### src/rtl/a2d_scan_intf.sv
// Round-robin SPI A2D scanner: converts each enabled channel in turn and stores the result per channel.
// Optional build macro A2D_INVERT_EN stores the ones' complement of each read word.
module a2d_scan_intf #(
   parameter int NUM_CH   = 8,
   parameter int RES_W    = 12,
   parameter int SCLK_DIV = 32,
   localparam int RD_W    = (NUM_CH > 1) ? $clog2(NUM_CH) : 1
) (
   input  logic              clk,
   input  logic              rst_n,
   input  logic              strt_scan,
   input  logic              cont,
   input  logic [NUM_CH-1:0] ch_mask,
   input  logic [RD_W-1:0]   rd_ch,
   output logic [RES_W-1:0]  rd_res,
   output logic [NUM_CH-1:0] res_vld,
   output logic              busy,
   output logic              scan_cmplt,
   output logic              a2d_SS_n,
   output logic              SCLK,
   output logic              MOSI,
   input  logic              MISO
);

   localparam int DIV_W = $clog2(SCLK_DIV);
   localparam logic [DIV_W-1:0] HALF_C  = DIV_W'(SCLK_DIV / 2);
   localparam logic [DIV_W-1:0] HALF_M1 = DIV_W'(SCLK_DIV / 2 - 1);
   localparam logic [DIV_W-1:0] FULL_M1 = DIV_W'(SCLK_DIV - 1);

   typedef enum logic [2:0] {
      IDLE  = 3'd0,
      PICK  = 3'd1,
      FRONT = 3'd2,
      SHIFT = 3'd3,
      BACK  = 3'd4,
      DONE  = 3'd5
   } state_t;

   state_t              state_q, state_d;
   logic [3:0]          ptr_q, ptr_d;
   logic [NUM_CH-1:0]   mask_q, mask_d;
   logic [DIV_W-1:0]    div_q, div_d;
   logic [3:0]          bit_q, bit_d;
   logic [15:0]         word_q, word_d;
   logic [NUM_CH-1:0]   vld_q, vld_d;
   logic [RES_W-1:0]    res_q [NUM_CH];
   logic [RES_W-1:0]    res_d [NUM_CH];

   logic [NUM_CH-1:0]   shifted_s;
   logic [NUM_CH-1:0]   sel_s;
   logic [15:0]         cmd_s;
   logic [RES_W-1:0]    wr_data_s;

   // Remaining mask bits at/above the pointer tell PICK whether to convert, skip or finish.
   assign shifted_s = mask_q >> ptr_q;
   assign cmd_s     = {2'b00, ptr_q[2:0], 11'h000};

`ifdef A2D_INVERT_EN
   assign wr_data_s = ~word_q[RES_W-1:0];
`else
   assign wr_data_s = word_q[RES_W-1:0];
`endif

   // One-hot decode of the channel pointer for result and valid-flag writes
   always_comb begin
      for (int i = 0; i < NUM_CH; i++) begin
         sel_s[i] = (ptr_q == 4'(i));
      end
   end

   // State and datapath registers; reset drops any partial frame
   always_ff @(posedge clk or negedge rst_n) begin
      if (!rst_n) begin
         state_q <= IDLE;
         ptr_q   <= 4'd0;
         mask_q  <= '0;
         div_q   <= '0;
         bit_q   <= 4'd0;
         word_q  <= 16'h0000;
         vld_q   <= '0;
         for (int i = 0; i < NUM_CH; i++) begin
            res_q[i] <= '0;
         end
      end else begin
         state_q <= state_d;
         ptr_q   <= ptr_d;
         mask_q  <= mask_d;
         div_q   <= div_d;
         bit_q   <= bit_d;
         word_q  <= word_d;
         vld_q   <= vld_d;
         res_q   <= res_d;
      end
   end

   // Next-state and datapath update
   always_comb begin
      state_d = state_q;
      ptr_d   = ptr_q;
      mask_d  = mask_q;
      div_d   = div_q;
      bit_d   = bit_q;
      word_d  = word_q;
      vld_d   = vld_q;
      res_d   = res_q;
      case (state_q)
         IDLE: begin
            if (strt_scan) begin
               mask_d  = ch_mask;
               vld_d   = '0;
               ptr_d   = 4'd0;
               state_d = PICK;
            end else begin
               state_d = IDLE;
            end
         end
         PICK: begin
            div_d = '0;
            bit_d = 4'd0;
            if (~|shifted_s) begin
               state_d = DONE;
            end else if (shifted_s[0]) begin
               state_d = FRONT;
            end else begin
               ptr_d = ptr_q + 4'd1;
            end
         end
         FRONT: begin
            if (div_q == HALF_M1) begin
               div_d   = '0;
               state_d = SHIFT;
            end else begin
               div_d = div_q + 1'b1;
            end
         end
         SHIFT: begin
            // The clk edge at the end of the low half is the SCLK rising edge.
            if (div_q == HALF_M1) begin
               word_d = {word_q[14:0], MISO};
            end else begin
               word_d = word_q;
            end
            if (div_q == FULL_M1) begin
               div_d = '0;
               if (bit_q == 4'd15) begin
                  state_d = BACK;
               end else begin
                  bit_d = bit_q + 4'd1;
               end
            end else begin
               div_d = div_q + 1'b1;
            end
         end
         BACK: begin
            if (div_q == HALF_M1) begin
               div_d = '0;
               vld_d = vld_q | sel_s;
               for (int i = 0; i < NUM_CH; i++) begin
                  res_d[i] = sel_s[i] ? wr_data_s : res_q[i];
               end
               ptr_d   = ptr_q + 4'd1;
               state_d = PICK;
            end else begin
               div_d = div_q + 1'b1;
            end
         end
         DONE: begin
            if (cont) begin
               mask_d  = ch_mask;
               vld_d   = '0;
               ptr_d   = 4'd0;
               state_d = PICK;
            end else begin
               state_d = IDLE;
            end
         end
         default: state_d = IDLE;
      endcase
   end

   // Outputs decoded from registered state, so reset forces the SPI idle levels at once
   always_comb begin
      a2d_SS_n   = 1'b1;
      SCLK       = 1'b1;
      MOSI       = 1'b0;
      busy       = (state_q != IDLE);
      scan_cmplt = (state_q == DONE);
      case (state_q)
         FRONT: a2d_SS_n = 1'b0;
         SHIFT: begin
            a2d_SS_n = 1'b0;
            SCLK     = (div_q >= HALF_C);
            MOSI     = cmd_s[4'd15 - bit_q];
         end
         BACK:    a2d_SS_n = 1'b0;
         default: a2d_SS_n = 1'b1;
      endcase
   end

   // Result read mux; addresses beyond the last channel read as zero
   always_comb begin
      rd_res = '0;
      for (int i = 0; i < NUM_CH; i++) begin
         rd_res = rd_res | ({RES_W{rd_ch == RD_W'(i)}} & res_q[i]);
      end
   end

   assign res_vld = vld_q;

endmodule

### config.mk
export PLATFORM = sky130hd
export DESIGN_NAME = a2d_scan_intf
export DESIGN_NICKNAME = d
export VERILOG_FILES = /design/src/rtl/a2d_scan_intf.sv
export SDC_FILE = /design/constraint.sdc
export NUM_CORES = 1
export LEC_CHECK = 0
export ABC_AREA = 0
export ABC_CLOCK_PERIOD_IN_PS = 3800
export CAP_MARGIN = 0
export CELL_PAD_IN_SITES_DETAIL_PLACEMENT = 1
export CELL_PAD_IN_SITES_GLOBAL_PLACEMENT = 2
export CORE_ASPECT_RATIO = 0.8
export CORE_MARGIN = 2
export CORE_UTILIZATION = 45
export CTS_CLUSTER_SIZE = 30
export DETAILED_ROUTE_END_ITERATION = 12
export PLACE_DENSITY = 0.85
export SKIP_LAST_GASP = 1
export SYNTH_ARGS = -nofsm -noshare
export SYNTH_HDL_FRONTEND = slang
export SYNTH_SLANG_ARGS = --single-unit
### constraint.sdc
create_clock -name clk -period 3.8 [get_ports clk]
set_input_delay 0.38 -clock clk [delete_from_list [all_inputs] [get_ports clk]]
set_output_delay 0.38 -clock clk [all_outputs]
set_load 0.02 [all_outputs]
==> impl_results.md <==
- Number of max-cap violations: 0
- Initial Utilization: 0.458
- Initial antenna violation count: 0
- Max-slew violations: 0
- Vias in the first global route: 4783
- Total Wirelength: 16.4 mm
- Crit start category: input pin
- # rows: 40
- Util after Layout: 0.529
- Synth Cell Area: 6850 sq um
- Cell count of the worst reg-to-reg path: 7
- Core area: 15000 sq um
- Worst setup margin: 0.748 ns
- Top_reg_cell synth: dfrtp_1
- Antenna viol nets, final: 0
- Slew @ Worst Pin: 0.979 ns
- Routed vias/inst: 5.79
- Post-DR wirelength/cell: 21.6 um
- Hold Fails Final Rpt: 0
- TNS Setup: 0 ns
- Placer Congestion: 0.761
- Bufs on Longest Clock Path: 2
- VDD IR max: 401 uV
- Worst-Skew Late Latency: 0.42 ns
- TritonCTS buffer count: 17
- Layout cells sized above 1: 0.218
- Vias: 4388
- Syn Area/Cell: 12.7 sq um
- Number of synthesized register bits: 140
- Hold-fix buffers, CTS: 0
- Rel. slew slack: 0.347
- Reg-to-reg setup timing slack: 0.96 ns
- Root buffer cell: clkbuf_16
- Design Power: 4.46 mW
- Final setup fails: 0
- Tcrit/Tclk final: 0.803
- Crit path cell chain: clkdlybuf4s50_1 > buf_4 > mux4_2 > mux2_2 > clkdlybuf4s50_1
- Post-detail-place hpwl: 10.4 mm
- CTS tree: yes
- # nets final: 585
- Crit. End Element: primary output
- Initial DRC Count: 182
- Die Footprint: 16200 sq um
- Reg2reg end: res_q[22]
- Post-synth EDFFs: 0
- PD cells: 564 nW/um^2
- Die W: 142 um
- DRC: 0
- H-tree depth: 4
- CP Class: input pin to primary output
- Seq/Total Area, Yosys: 0.511
- Final clock skew: 0.0111 ns
- Most frequent CP cell: clkdlybuf4s50_1
- Largest net degree at the start of global routing: 107
- Boundary Pins: 41
- Ys Warns: 0
- Max Freq: 328 MHz
- Post-synth ARST share: 1.00
- Syn_nets: 563
- Max stage delay on crit path: 0.58 ns
- Die height: 114 um
- DRT Pass-1 Iters: 4
- Leakage power: 3.77 nW
- Worst slack at placement: 0.758 ns
- RSZ-0062 raised after global routing: false
- Critical-path top delay cell: mux4_2
- # port buffers: 40
- Crit Path Max Fanout: 28
- CTS Sinks: 140
- Final min period: 3.05 ns
- Yosys cell types: 57
- Post-Syn Instances: 538
- Commonest non-fill, non-tap cell in the layout: dfrtp_1
- Worst EP required: 3.42 ns
- Critical Path AT: 2.67 ns
- Commonest non-fill, non-tap cells in the layout: 140 x dfrtp_1, 65 x mux2_2, 61 x mux2_1
- Status: completed
- First-pass GRT wire length: 27.2 mm
- Reg-to-Reg Start: div_q[0]
- Synthesis-to-finish area growth: 15.5%
- Clk slew on worst S/H paths: 0.06 ns
- Remaining Overflow, GRT: 0
- Hold Crit Class: input pin to async pin
- Diodes inserted: 0
- CTS resizes: 0
- Global Route Usage Sum: 0.222
- # Post-CTS Setup Buffers: 0
==> critical path, delay by kind of cell <==
family | cells | cell delay, ns
buffers and inverters | 3 | 1.41
muxes | 2 | 0.88
==> through the flow <==
| stage | area (sq um) | hold slack, ns | instances |
|---|---|---|---|
| finish | 7910 | 0.0701 | 758 |
| detailed placement | 7340 | 0.481 | 730 |
| CTS | 7910 | 0.118 | 758 |
| global route | 7910 | 0.134 | 758 |
| floorplan | 6850 | 0.0844 | 538 |
| global placement | 7340 | 0.469 | 730 |
==> how the worst max path moves through the flow <==
stage | from | cells after the start | slack [ns] | to
final | rd_ch[0] | 5 | 0.75 | rd_res[8]
after global routing | state_q[0] | 4 | 0.67 | MOSI
after CTS | rd_ch[0] | 5 | 0.73 | rd_res[2]
after detailed placement | rd_ch[0] | 5 | 0.76 | rd_res[2]
after global placement | rd_ch[0] | 5 | 0.78 | rd_res[2]
after floorplan | div_q[0] | 9 | 1.46 | mask_q[1]
==> kinds of logic after synthesis <==
| logic type | after synthesis | share of synthesized area |
|---|---|---|
| simple gates | 100 | 0.0736 |
| fa+ha+maj | 9 | 0.0164 |
| mux | 155 | 0.279 |
| flops | 140 | 0.511 |
| compound gates | 73 | 0.0758 |
| buf+inv | 57 | 0.0391 |
| xor+xnor | 4 | 0.00511 |
==> registers in the layout, summed over array words and instances (netlist names) <==
name / count
state_q: 3
div_q: 5
res_q: 96
mask_q: 8
res_vld: 8
bit_q: 4
word_q: 12
ptr_q: 4
==> where the power goes <==
part           internal (mW)  leakage [nW]  total [mW]  switching (mW)
Sequential              1.62          1.92        1.81           0.189
Combinational          0.438          1.57        1.03           0.587
Clock                   1.02         0.276        1.63           0.612
Total                   3.08          3.77        4.46            1.39
==> metal layers <==
| metal | wire length [um] | track usage |
|---|---|---|
| met5 | 0 | 0 |
| met2 | 7760 | 0.355 |
| met4 | 146 | 0.0660 |
| met1 | 8020 | 0.307 |
| met3 | 482 | 0.0506 |
==> synthesized netlist by cell type, types with 3 or more instances <==
cell	count	area (sq um)
buf_4	6	45.0
dfrtp_1	140	3500
a21oi_1	12	60.1
o211ai_1	4	30.0
a221o_1	3	30.0
buf_1	12	45.0
a31oi_1	10	62.6
nand2_1	28	105
mux2_1	61	687
and3_1	4	25.0
clkbuf_1	12	45.0
mux2i_1	13	130
o221ai_1	4	35.0
mux4_2	16	360
inv_1	12	45.0
ha_1	9	113
a211oi_1	5	37.5
or3_1	6	37.5
buf_2	13	65.1
nor2b_1	4	25.0
nand2b_1	4	25.0
xnor2_1	4	35.0
mux2_2	65	732
nand3_1	11	55.1
o21ai_0	12	60.1
nor2_1	28	105
==> area by class of cell <==
type / instances / area (sq um)
Clock buffer: 22 / 484
Clock inverter: 6 / 88.8
Fill cell: 1485 / 7050
Inverter: 12 / 45.0
Multi-Input combinational cell: 341 / 3080
Sequential cell: 140 / 3500
Tap cell: 189 / 236
Timing Repair Buffer: 48 / 474
No activity file was read; power rests on OpenSTA's default activity.
